`src/rtl/imem_ldr_pkg.sv`:
```
// Shared types and constants for the instruction-memory boot loader.
// Holds the loader state encoding and the stream framing widths.
package imem_ldr_pkg;

   localparam int LEN_W  = 16;
   localparam int LANES  = 4;
   localparam int LANE_W = $clog2(LANES);

   typedef enum logic [2:0] {
      IDLE,
      LEN_LO,
      LEN_HI,
      DATA,
      WRITE,
      DONE,
      ERR
   } ldr_state_e;

endpackage

```
`src/rtl/byte_word_asm.sv`:
```
// Little-endian byte-to-word assembler: a lane counter plus a lane-insert register.
// word_o already includes the byte being pushed, so the caller can latch a full word on word_full_o.
module byte_word_asm
   import imem_ldr_pkg::*;
(
   input  logic        clk,
   input  logic        reset,
   input  logic        clear_i,
   input  logic        push_i,
   input  logic [7:0]  byte_i,
   output logic [31:0] word_o,
   output logic        word_full_o
);

   logic [LANE_W-1:0] lane_q, lane_d;
   logic [31:0]       word_q, word_d;

   always_comb begin
      lane_d = lane_q;
      word_d = word_q;
      if (clear_i) begin
         lane_d = '0;
         word_d = '0;
      end else if (push_i) begin
         word_d[{lane_q, 3'b000} +: 8] = byte_i;
         lane_d = lane_q + 1'b1;
      end
   end

   assign word_o      = word_d;
   assign word_full_o = push_i && !clear_i && (lane_q == LANE_W'(LANES - 1));

   always_ff @(posedge clk) begin
      if (reset) begin
         lane_q <= '0;
         word_q <= '0;
      end else begin
         lane_q <= lane_d;
         word_q <= word_d;
      end
   end

endmodule

```
`src/rtl/imem_loader.sv`:
```
// Boot-time instruction RAM writer: parses a length-prefixed byte stream and writes
// one little-endian word per WRITE cycle at consecutive addresses, holding the CPU until done.
module imem_loader
   import imem_ldr_pkg::*;
#(
   parameter logic [31:0] BASE_ADDR = 32'h0000_0000,
   parameter int          MAX_WORDS = 1024
) (
   input  logic             clk,
   input  logic             reset,
   input  logic             start_ldr_i,
   input  logic             byte_valid_ldr_i,
   input  logic [7:0]       byte_ldr_i,
   output logic             byte_ready_ldr_o,
   output logic [31:0]      addr_imem_ram_o,
   output logic [31:0]      wr_instr_imem_ram_o,
   output logic             wr_en_imem_ram_o,
   output logic [LEN_W-1:0] words_written_ldr_o,
   output logic             busy_ldr_o,
   output logic             done_ldr_o,
   output logic             err_ldr_o,
   output logic             cpu_hold_ldr_o,
   output ldr_state_e       state_dbg_o
);

   localparam logic [31:0] MAX_W = MAX_WORDS;

   ldr_state_e       state_q, state_d;
   logic [LEN_W-1:0] len_q, len_d;
   logic [LEN_W-1:0] idx_q, idx_d;
   logic [31:0]      addr_q, addr_d;
   logic [31:0]      data_q, data_d;

   logic             xfer;
   logic             start_ok;
   logic [LEN_W-1:0] len_full;
   logic [31:0]      asm_word;
   logic             asm_full;

   assign xfer     = byte_valid_ldr_i && byte_ready_ldr_o;
   assign start_ok = start_ldr_i && (state_q inside {IDLE, DONE, ERR});
   assign len_full = {byte_ldr_i, len_q[7:0]};

   byte_word_asm u_asm (
      .clk         (clk),
      .reset       (reset),
      .clear_i     (start_ok),
      .push_i      (xfer && (state_q == DATA)),
      .byte_i      (byte_ldr_i),
      .word_o      (asm_word),
      .word_full_o (asm_full)
   );

   always_comb begin
      state_d = state_q;
      len_d   = len_q;
      idx_d   = idx_q;
      addr_d  = addr_q;
      data_d  = data_q;
      case (state_q)
         IDLE, DONE, ERR: begin
            if (start_ok) begin
               state_d = LEN_LO;
               idx_d   = '0;
            end
         end
         LEN_LO: begin
            if (xfer) begin
               len_d[7:0] = byte_ldr_i;
               state_d    = LEN_HI;
            end
         end
         LEN_HI: begin
            if (xfer) begin
               len_d = len_full;
               if (len_full == '0)                  state_d = DONE;
               else if ({16'h0, len_full} > MAX_W)  state_d = ERR;
               else                                 state_d = DATA;
            end
         end
         DATA: begin
            // Address and word are captured here so they are stable for the whole WRITE cycle.
            if (asm_full) begin
               state_d = WRITE;
               addr_d  = BASE_ADDR + {14'h0, idx_q, 2'b00};
               data_d  = asm_word;
            end
         end
         WRITE: begin
            idx_d = idx_q + 1'b1;
            if ((idx_q + 1'b1) == len_q) state_d = DONE;
            else                         state_d = DATA;
         end
         default: state_d = IDLE;
      endcase
   end

   always_ff @(posedge clk) begin
      if (reset) begin
         state_q <= IDLE;
         len_q   <= '0;
         idx_q   <= '0;
         addr_q  <= '0;
         data_q  <= '0;
      end else begin
         state_q <= state_d;
         len_q   <= len_d;
         idx_q   <= idx_d;
         addr_q  <= addr_d;
         data_q  <= data_d;
      end
   end

   // Handshake: a byte moves on a rising edge where byte_valid_ldr_i and byte_ready_ldr_o are both 1;
   // ready depends on state only, never on valid.
   assign byte_ready_ldr_o    = state_q inside {LEN_LO, LEN_HI, DATA};
   assign wr_en_imem_ram_o    = (state_q == WRITE);
   assign addr_imem_ram_o     = addr_q;
   assign wr_instr_imem_ram_o = data_q;
   assign words_written_ldr_o = idx_q;
   assign busy_ldr_o          = state_q inside {LEN_LO, LEN_HI, DATA, WRITE};
   assign done_ldr_o          = (state_q == DONE);
   assign err_ldr_o           = (state_q == ERR);
   assign cpu_hold_ldr_o      = (state_q != DONE);
   assign state_dbg_o         = state_q;

endmodule

```
`config.mk`:
```
export PLATFORM = sky130hd
export DESIGN_NAME = imem_loader
export DESIGN_NICKNAME = d
export VERILOG_FILES = /design/src/rtl/imem_ldr_pkg.sv /design/src/rtl/byte_word_asm.sv /design/src/rtl/imem_loader.sv
export SDC_FILE = /design/constraint.sdc
export NUM_CORES = 1
export LEC_CHECK = 0
export CAP_MARGIN = 20
export CELL_PAD_IN_SITES_DETAIL_PLACEMENT = 2
export CELL_PAD_IN_SITES_GLOBAL_PLACEMENT = 2
export CORE_MARGIN = 2
export CORE_UTILIZATION = 32
export DETAILED_ROUTE_END_ITERATION = 10
export PLACE_DENSITY = 0.81
export SYNTH_ARGS = -nofsm -noshare
export SYNTH_HDL_FRONTEND = slang
export SYNTH_SLANG_ARGS = --single-unit
```
`constraint.sdc`:
```
create_clock -name clk -period 5.2 [get_ports clk]
set_input_delay 1.04 -clock clk [delete_from_list [all_inputs] [get_ports clk]]
set_output_delay 1.04 -clock clk [all_outputs]
set_load 0.01 [all_outputs]
```
==> results.md <==
| Parameter | This run |
| --- | --- |
| Critical Path Slowest Stage Cell | dfxtp_1 |
| Total length of routed wires | 17.0 mm |
| Count of maximum capacitance violations | 0 |
| Pin count of the biggest net entering global routing | 84 |
| Post-synthesis average cell area | 8.20 µm² |
| EDFF count, synth | 0 |
| Boundary pin count | 101 |
| Core area | 15900 µm² |
| Depth of the worst register-to-register path | 6 |
| GRT Resource Usage Total | 0.197 |
| Number of cells on the critical path | 5 |
| Synthesized flop and latch total | 109 |
| Setup crit start kind | flop |
| Critical Path, Cell by Cell | inv_1 -> nand3_1 -> buf_4 -> clkinv_1 -> clkdlybuf4s50_1 |
| Transition at the pin with the smallest max-transition slack | 991 ps |
| Share of the clock period used by the worst path | 0.720 |
| Mean number of vias per cell | 5.28 |
| Number of global-route vias before repair | 5174 |
| Yosys cell types | 74 |
| Top-area cell type share of the netlist area | 0.419 |
| GRT met3 Usage | 0.0228 |
| Post-synthesis instance total | 635 |
| Kind of cell adding the most delay to the critical path | buffers and inverters |
| Initial antenna violation count | 0 |
| CTS-repair resized insts | 0 |
| Flip-flop cell with the highest count after synthesis | dfxtp_1 |
| Iteration-0 DRC count of the detailed router | 228 |
| Via count | 4806 |
| Worst hold start | addr_imem_ram_o[11] |
| Cell at the root of the clock tree | clkbuf_16 |
| RSZ-0062 raised after global routing | false |
| DRC errors left | 0 |
| Antenna-violating nets left | 0 |
| CP required | 4160 ps |
| Cell type with the largest total area after synthesis | dfxtp_1 |
| CP Data Arrival Time | 2710 ps |
| Number of clock buffers inserted by TritonCTS | 9 |
| Layout overhead on the synthesized area | 21.7% |
| Full die area | 17300 µm² |
| Site row count | 46 |
| Result of the run | completed |
| CTS H-tree depth | 3 |
| Number of input and output port buffers inserted | 84 |
| Wire length of the first global-routing pass | 27.6 mm |
| Startpoint of the worst-slack reg-to-reg timing path | state_dbg_o[1] |
| Type of the most critical hold path | flop to flop |
| End of the worst register-to-register path | addr_imem_ram_o[8] |
| Top achievable clock speed | 267 MHz |
| Final Critical Period | 3750 ps |
| Clock latency on the worst-skew pair | 360 ps |
| PwrDens | 326 nW/µm² |
| Drt first pass iters | 4 |
| Count of hold buffers inserted by post-cts repair | 0 |
| Leakage dissipation | 2.18 nW |
| Ratio of cells with drive above 1 in the final layout | 0.0647 |
| Max transition margin | 0.340 |
| Initial core utilization | 0.328 |
| CP max stage delay | 780 ps |
| Antenna diodes | 0 |
| Min-Delay Path Depth | 2 |
| Sum of internal, switching and leakage power | 2.07 mW |
| Final setup viols | 0 |
| Vertical die dimension | 132 µm |
| Half-perimeter wire length after placement | 12.0 mm |
| Synthesized cell area | 5200 µm² |
| Worst setup path class | flop to output port |
| CTS tree | yes |
| Fin nets | 708 |
| Most area-consuming cells after synthesis | dfxtp_1, nand2_1, a21oi_1 |
| Layout filler cell count | 1815 |
| Worst Path Buf+Inv | 4 |
| Reg-to-reg setup timing slack | 2270 ps |
| Clock input transition at the sequential cells of the worst setup and hold paths | 80 ps |
| Grt met2 use | 0.365 |
| Global routing usage on met1 | 0.238 |
| Sequential-to-total area share from yosys stat | 0.419 |
| Worst IR drop on VDD | 0.152 mV |
| Post-route setup TNS | 0 ps |
| Clock skew after layout | 11.4 ps |
| Weighted congestion reported at the end of routability-driven placement | 0.793 |
| Global-route congestion overflow total | 0 |
| Count of final hold-check violations | 0 |
| Final Max Slew Viols | 0 |
| Worst-case hold path end point | addr_imem_ram_o[11] |
| Buffers from clock root to sink, at most | 2 |
| Crit-path max FO | 23 |
| Average wire length per cell after detail routing | 18.6 µm |
| Worst setup EP type | output port |
| Count of synthesis-stage warnings from yosys | 0 |
| Clk sinks | 109 |
| Synth async-reset ratio | 0 |
| Buffer count from post-CTS setup fixing | 0 |
| Horizontal die dimension | 132 µm |
| Busiest layer in global routing | met2 |
==> cell usage in the layout (no fill, tap or decap), types with 11 or more instances in the layout <==
cell type and instances:
xnor2_1 12, clkdlybuf4s50_1 83, conb_1 16, nand3_1 11, a211oi_1 18, nor2_1 81, and3_1 22, a21oi_1 75
o21ai_0 14, nand2_1 102, a22oi_1 11, dfxtp_1 109
==> cell families (layout without fill, tap and decap cells) <==
family                     Yosys count  in the layout  share of synthesized area
buffers and inverters               69            114                     0.0767
xor gates and xnor gates            20             20                     0.0363
adders and majority gates            7              7                     0.0163
AOI/OAI and AO/OA                  155            155                      0.193
muxes                                1              1                    0.00192
other                                1             16                   0.000720
DFF                                109            109                      0.419
and+or+nand+nor                    273            273                      0.256
==> state kept, by name, summed over array words and instances, names as in the netlist <==
register             cells
u_asm.lane_q             2
wr_instr_imem_ram_o     32
words_written_ldr_o     16
len_q                   16
state_dbg_o              3
u_asm.word_q            24
addr_imem_ram_o         16
==> worst max path at each step <==
stage / start / endpoint
after floorplan: start_ldr_i / words_written_ldr_o[14]
after global placement: byte_valid_ldr_i / addr_imem_ram_o[6]
after detailed placement: byte_valid_ldr_i / addr_imem_ram_o[8]
after CTS: state_dbg_o[1] / wr_en_imem_ram_o
after global routing: state_dbg_o[1] / wr_en_imem_ram_o
final: state_dbg_o[1] / wr_en_imem_ram_o
==> worst min-delay path: cells and delay by family (launching register included) <==
kind             cells  cell delay [ps]
flip-flops           1              320
AO/OA/AOI/OAI        1               50
AND/OR/NAND/NOR      1               50
==> routing by layer <==
| layer | up-vias | wire length [µm] |
|---|---|---|
| met2 | 81 | 8740 |
| met4 | 0 | 234 |
| met3 | 14 | 407 |
| met1 | 2418 | 7570 |
| met5 | - | 0 |
| li1 | 2293 | - |
==> cell usage after synthesis (3+ instances only) <==
library cell and instances:
nor2_1 81, nand4_1 3, nand2b_1 3, a211oi_2 7
buf_4 19, or3_1 3, clkbuf_1 20, ha_1 6
buf_6 4, dfxtp_1 109, inv_1 8, nor2b_1 3
a211oi_1 18, o211ai_1 3, nor3_1 10, a31oi_1 3
nor3b_1 5, buf_2 10, a21oi_1 75, a22oi_1 11
and4_1 3, xnor2_1 12, nand2_1 102, o21ai_0 14
xor2_1 7, nand3_1 11, and2_1 4, a311oi_1 4
and3_1 22
==> final cells by class <==
type	instances	area [µm²]	share of cell area
inverters	10	37.5	0.00592
multi-input cells	472	2680	0.423
clock inverters	6	60.1	0.00948
clock buffers	10	239	0.0377
repair buffers	88	866	0.137
well taps	216	270	0.0427
flip-flops and latches	109	2180	0.344
==> power breakdown <==
group          internal (mW)  switching [mW]  total [mW]
clock network          0.354           0.358       0.712
logic                  0.169           0.260       0.428
registers              0.861          0.0655       0.927
==> per-stage QoR <==
stage,utilization,area [µm²],cells,hold slack [ps],setup WS (ps)
CTS,0.399,6340,911,472,1450
global placement,0.380,6040,895,443,1630
finish,0.399,6340,911,468,1450
detailed placement,0.380,6040,895,461,1430
global route,0.399,6340,911,486,1270
floorplan,-,5260,650,436,2860
No activity file was read; power rests on OpenSTA's default activity.
